**src/rtl/dmem_arb_pkg.sv**
```systemverilog
// Shared types and constants for the data-memory arbiter: FSM encoding,
// requester IDs and timeout-counter sizing.
package dmem_arb_pkg;

  typedef enum logic [1:0] {
    StIdle     = 2'd0,
    StXferCore = 2'd1,
    StXferDma  = 2'd2
  } arb_state_e;

  localparam logic GNT_CORE = 1'b0;
  localparam logic GNT_DMA  = 1'b1;

  localparam int unsigned TIMEOUT_DEFAULT = 15;

  function automatic int unsigned cnt_width(input int unsigned timeout);
    return $clog2(timeout + 1);
  endfunction

endpackage

```
**src/rtl/arb_rr2.sv**
```systemverilog
// Combinational 2-way round-robin picker; on a tie the requester that was
// not granted last wins.
module arb_rr2
  import dmem_arb_pkg::*;
(
  input  logic [1:0] req,
  input  logic       last_gnt,
  output logic       gnt_valid,
  output logic       gnt_id
);

  always_comb begin
    gnt_valid = |req;
    gnt_id    = GNT_CORE;
    if (req == 2'b11) begin
      gnt_id = ~last_gnt;
    end else if (req[GNT_DMA]) begin
      gnt_id = GNT_DMA;
    end
  end

endmodule

```
**src/rtl/dmem_arbiter.sv**
```systemverilog
// Shares one variable-latency data memory between the core load/store port
// and a DMA requester, with req/ack sequencing, core stall and timeout abort.
module dmem_arbiter
  import dmem_arb_pkg::*;
#(
  parameter int unsigned ADDR_W  = 32,
  parameter int unsigned DATA_W  = 32,
  parameter int unsigned TIMEOUT = TIMEOUT_DEFAULT
) (
  input  logic              clk,
  input  logic              rst,
  input  logic              core_req,
  input  logic              core_we,
  input  logic [ADDR_W-1:0] core_addr,
  input  logic [DATA_W-1:0] core_wdata,
  output logic [DATA_W-1:0] core_rdata,
  output logic              core_ack,
  output logic              core_stall,
  input  logic              dma_req,
  input  logic              dma_we,
  input  logic [ADDR_W-1:0] dma_addr,
  input  logic [DATA_W-1:0] dma_wdata,
  output logic [DATA_W-1:0] dma_rdata,
  output logic              dma_ack,
  output logic              mem_req,
  output logic              mem_we,
  output logic [ADDR_W-1:0] mem_addr,
  output logic [DATA_W-1:0] mem_wdata,
  input  logic [DATA_W-1:0] mem_rdata,
  input  logic              mem_ack,
  output logic              err_timeout
);

  localparam int unsigned CntW = cnt_width(TIMEOUT);

  arb_state_e        state_q;
  logic              last_gnt_q;
  logic [CntW-1:0]   cnt_q;
  logic [CntW-1:0]   cnt_inc;
  logic              gnt_valid;
  logic              gnt_id;
  logic              xfer_end;
  logic [DATA_W-1:0] xfer_rdata;

  arb_rr2 u_arb_rr2 (
    .req       ({dma_req, core_req}),
    .last_gnt  (last_gnt_q),
    .gnt_valid (gnt_valid),
    .gnt_id    (gnt_id)
  );

  assign core_stall = core_req & ~core_ack;

  // An ack in the final waiting cycle beats the timeout.
  assign cnt_inc    = cnt_q + 1'b1;
  assign xfer_end   = mem_ack || (cnt_inc == CntW'(TIMEOUT));
  assign xfer_rdata = (mem_ack && !mem_we) ? mem_rdata : '0;

  always_ff @(posedge clk or negedge rst) begin
    if (!rst) begin
      state_q     <= StIdle;
      last_gnt_q  <= GNT_DMA;
      cnt_q       <= '0;
      mem_req     <= 1'b0;
      mem_we      <= 1'b0;
      mem_addr    <= '0;
      mem_wdata   <= '0;
      core_rdata  <= '0;
      core_ack    <= 1'b0;
      dma_rdata   <= '0;
      dma_ack     <= 1'b0;
      err_timeout <= 1'b0;
    end else begin
      core_ack <= 1'b0;
      dma_ack  <= 1'b0;
      unique case (state_q)
        StIdle: begin
          if (gnt_valid) begin
            last_gnt_q <= gnt_id;
            cnt_q      <= '0;
            mem_req    <= 1'b1;
            if (gnt_id == GNT_CORE) begin
              state_q   <= StXferCore;
              mem_we    <= core_we;
              mem_addr  <= core_addr;
              mem_wdata <= core_wdata;
            end else begin
              state_q   <= StXferDma;
              mem_we    <= dma_we;
              mem_addr  <= dma_addr;
              mem_wdata <= dma_wdata;
            end
          end
        end
        StXferCore, StXferDma: begin
          if (xfer_end) begin
            mem_req <= 1'b0;
            state_q <= StIdle;
            if (!mem_ack) begin
              err_timeout <= 1'b1;
              cnt_q       <= cnt_inc;
            end
            if (state_q == StXferCore) begin
              core_rdata <= xfer_rdata;
              core_ack   <= 1'b1;
            end else begin
              dma_rdata <= xfer_rdata;
              dma_ack   <= 1'b1;
            end
          end else begin
            cnt_q <= cnt_inc;
          end
        end
        default: begin
          state_q <= StIdle;
          mem_req <= 1'b0;
        end
      endcase
    end
  end

endmodule

```
**config.mk**
```make
export PLATFORM = sky130hd
export DESIGN_NAME = dmem_arbiter
export DESIGN_NICKNAME = d
export VERILOG_FILES = /design/src/rtl/dmem_arb_pkg.sv /design/src/rtl/arb_rr2.sv /design/src/rtl/dmem_arbiter.sv
export SDC_FILE = /design/constraint.sdc
export NUM_CORES = 1
export LEC_CHECK = 0
export ABC_AREA = 1
export BUFFER_PORTS_ARGS = -buffer_cell sky130_fd_sc_hd__clkbuf_2
export CORE_MARGIN = 3
export CORE_UTILIZATION = 33
export DETAILED_ROUTE_END_ITERATION = 6
export SETUP_SLACK_MARGIN = 0.3
export SYNTH_ARGS = -nofsm -noshare
export SYNTH_HDL_FRONTEND = slang
export SYNTH_HIERARCHICAL = 1
export SYNTH_SLANG_ARGS = --single-unit
```
**constraint.sdc**
```tcl
create_clock -name clk -period 3.8 [get_ports clk]
set_input_delay 0.38 -clock clk [delete_from_list [all_inputs] [get_ports clk]]
set_output_delay 0.38 -clock clk [all_outputs]
set_load 0.02 [all_outputs]
```
==> metrics list <==
* Result of the run: finished with violations
* Violated checks: hold timing
* FF-to-FF path depth: 6
- Among the stages of the critical path, the cell type that occurs most often is nand2_1.
- Summed over all layers, the global routing overflow is 0.
- Path class of the lowest-slack min-delay path: input pin to async pin
- Overall routing resource usage: 0.187
- For this run, the number of Yosys warnings is 6.
- The net count of the finished layout is approximately 1,200.
* Number of remaining DRC errors: 0
* Number of register bits inferred by synthesis: 140
- Number of library cell types mapped by synthesis: 27
* Worst rel slew slack: 0.254
- For this run, the register share of the synthesized area comes to 0.539.
- The worst setup path is captured at a flip-flop.
- Overall die area: 0.0214 mm2
* Floorplan core area: between 0.015 and 0.02 mm2
- Router iterations before antenna repair: 4
- At the worst endpoint, the arrival time is 2.41 ns.
- The count of pins over their slew limit was 0.
- The number of global-route vias before repair is 6,105.
* Type of element launching the critical path: flip-flop
- The worst setup path is of the flip-flop to flip-flop kind.
* Via count: between 6,000 and 7,000
* Critical path data required time: about 4.1 ns
* I/O pin count: around 300
- CTS H-tree lvls: 4
* CTS root buf: clkbuf_16
* Post-CTS Repair Setup Buffers: 0
- Once layout is complete, the utilization of the core stands at 0.455.
- The mapped netlist covers 0.00651 mm2.
* Capture point of the worst reg-to-reg path: dma_rdata[18]
* Hold slack final: -0.0396 ns
* Horiz. Die Dim: about 150 um
- Total number of cells along the worst setup path: 6
* Setup repair after global routing missed its margin: false
- Cell with the largest stage delay on the worst path: inv_2
- Crit path max-delay family: buffers and inverters
- During placement, the flow inserted port buffers numbering 300.
* Clock buffer count from CTS: 17
- Relative to the synthesized area, the layout overhead comes to 33.1%.
- Number of nets produced by synthesis: between 900 and 1,000
* Clock Skew: 0.00772 ns
* Detailed placement HPWL: between 10 and 15 mm
- Mapped Avg Cell Area: approximately 8.4 um2
* Weighted congestion at the end of routability-driven global placement: just over 0.8
- After routing the design area is approximately 0.0087 mm2.
- Average via count per standard cell: about 4.7
- The first global-routing pass estimated roughly 33 mm of wire.
- VDD sags by at most roughly 0.00030 V.
- Clock sink count: 140
- Average detailed-routed wire length per instance: around 15 um
- For this configuration, the core starts out at a cell density of 0.342.
- Final setup violation count: 0
- The routed design has between 20 and 25 mm of wire.
- Buffer depth of the longest clock path: 2
- Following the worst setup path forward leads to its endpoint at dma_rdata[18].
- In this run the remaining antenna-violating nets after routing total 0.
* Leading cell types in the layout, fill and taps excluded: 299 x clkbuf_2, 206 x nand2_1, 139 x dfrtp_1
- The tool flagged a number of max-cap violations equal to 0.
* Die extent in y: 146 um
- The number of gates resized after CTS was 0.
- Commonest non-fill, non-tap cell in the layout: clkbuf_2
- Clock insertion delay at the later pin of the skew report: 0.41 ns
- Bufs and invs on worst path: 2
- Layout cell share with drive strength beyond 1: 0.342
* Initial DRC Count: ~360
- The startpoint identified for the worst register-to-register timing path is state_q[0].
- Pin count of the biggest net entering global routing: 76
- Summed over all failing endpoints, the final setup total negative slack is 0 ns.
* DP Worst Slack: 1.64 ns
- The number of antenna violations at the first check in global routing is 0.
- Derived from the worst setup path, the maximum achievable clock frequency is around 470 MHz.
- Slack of the worst reg-to-reg path: around 1.7 ns
* Largest driver fanout on the critical path: 34
* Cell-by-cell listing of the critical path: ha_1, buf_4, inv_2, nand3_4, nand2_1, nand2_1
- In this run the static leakage power is around 4.8 nW.
- The most critical setup path has its startpoint at state_q[0].
* Number of antenna diodes: 0
- Count of hold buffers inserted by post-cts repair: 0
- At the pin with the least slew margin, the transition time is roughly 1.1 ns.
- After layout, the worst setup slack is around 1.7 ns.
- Non-filler cells, final: ~1,300
- The final count of hold timing violations was 14.
- Clock-pin slew was measured on the worst setup and hold paths at approximately 0.060 ns.
- Synthesis produced between 700 and 800 cells.
- For this run, the slowest stage of the critical path takes 0.48 ns.
- Final period util: 0.557
- In this run the cell area measured after placement is 0.00806 mm2.
- CTS tree: yes
- In this run the power density over the cells is between 800 and 900 mW/mm2.
* Number of placed instances, taps included: around 1,300
- Shortest period the worst path allows: 2.12 ns
* Rows: 50
## report_power, final
| group | total (mW) | internal (mW) | leakage [nW] | switching, mW |
|---|---|---|---|---|
| sequential | 2.47 | 2.11 | 1.74 | 0.355 |
| combinational | 3.32 | 0.972 | 2.73 | 2.34 |
| clock | 1.71 | 1.06 | 0.292 | 0.643 |
| total | 7.49 | 4.14 | 4.76 | 3.34 |
## how the worst min path moves through the flow
stage | startpoint | end | slack [ns]
final | rst | mem_addr[18] | -0.04
after CTS | rst | mem_addr[18] | 0.02
after global placement | rst | mem_addr[18] | 0.45
after global routing | rst | mem_addr[18] | 0.03
after detailed placement | rst | mem_addr[18] | 0.46
after floorplan | rst | cnt_q[0] | 0.08
## synthesized netlist by cell type (all sizes together)
master    n  area, um2
nand2   212        827
a21oi   129        646
dfstp     1       26.3
nand3     6       55.1
a31o      1       8.76
inv      51        191
nand4    65        407
buf      41        309
o22ai     2       12.5
or2       2       12.5
dfrtp   139       3480
nor2    100        385
clkbuf   17       63.8
o21ai     7       35.0
ha        4       50.1
## metal layers
layer,track usage,wire (um)
met1,0.254,9170
met3,0.0428,906
met5,0,0
met4,0.0494,321
met2,0.303,9840
## area by class of cell
type	count	area [um2]
repair buffers	310	1580
flip-flops and latches	140	3500
well taps	260	325
multi-input cells	528	2450
clock buffers	20	457
clock inverters	11	143
fillers	1964	10400
inverters	51	191
## stage by stage
step / hold WS, ns / total power [mW]
after floorplan: 0.0844 / 4.78
after global placement: 0.451 / 5.81
after detailed placement: 0.457 / 5.85
after CTS: 0.0161 / 7.59
after global routing: 0.0279 / 8.02
final: -0.0396 / 7.49
## cell families after synthesis
group                    Yosys count  share of synthesized area
AND/OR/NAND/NOR                  385                      0.259
flip-flops                       140                      0.539
AO/OA/AOI/OAI                    139                      0.108
buffers and inverters            109                     0.0867
adder cells (fa/ha/maj)            4                    0.00769
## flip-flops by register name, indices dropped and copies added, names as in the netlist, 2 cells and up
| signal | count |
|---|---|
| core_rdata | 32 |
| mem_addr | 32 |
| dma_rdata | 32 |
| cnt_q | 4 |
| mem_wdata | 32 |
| state_q | 2 |
Note: power is estimated with default switching activity, not from simulation.
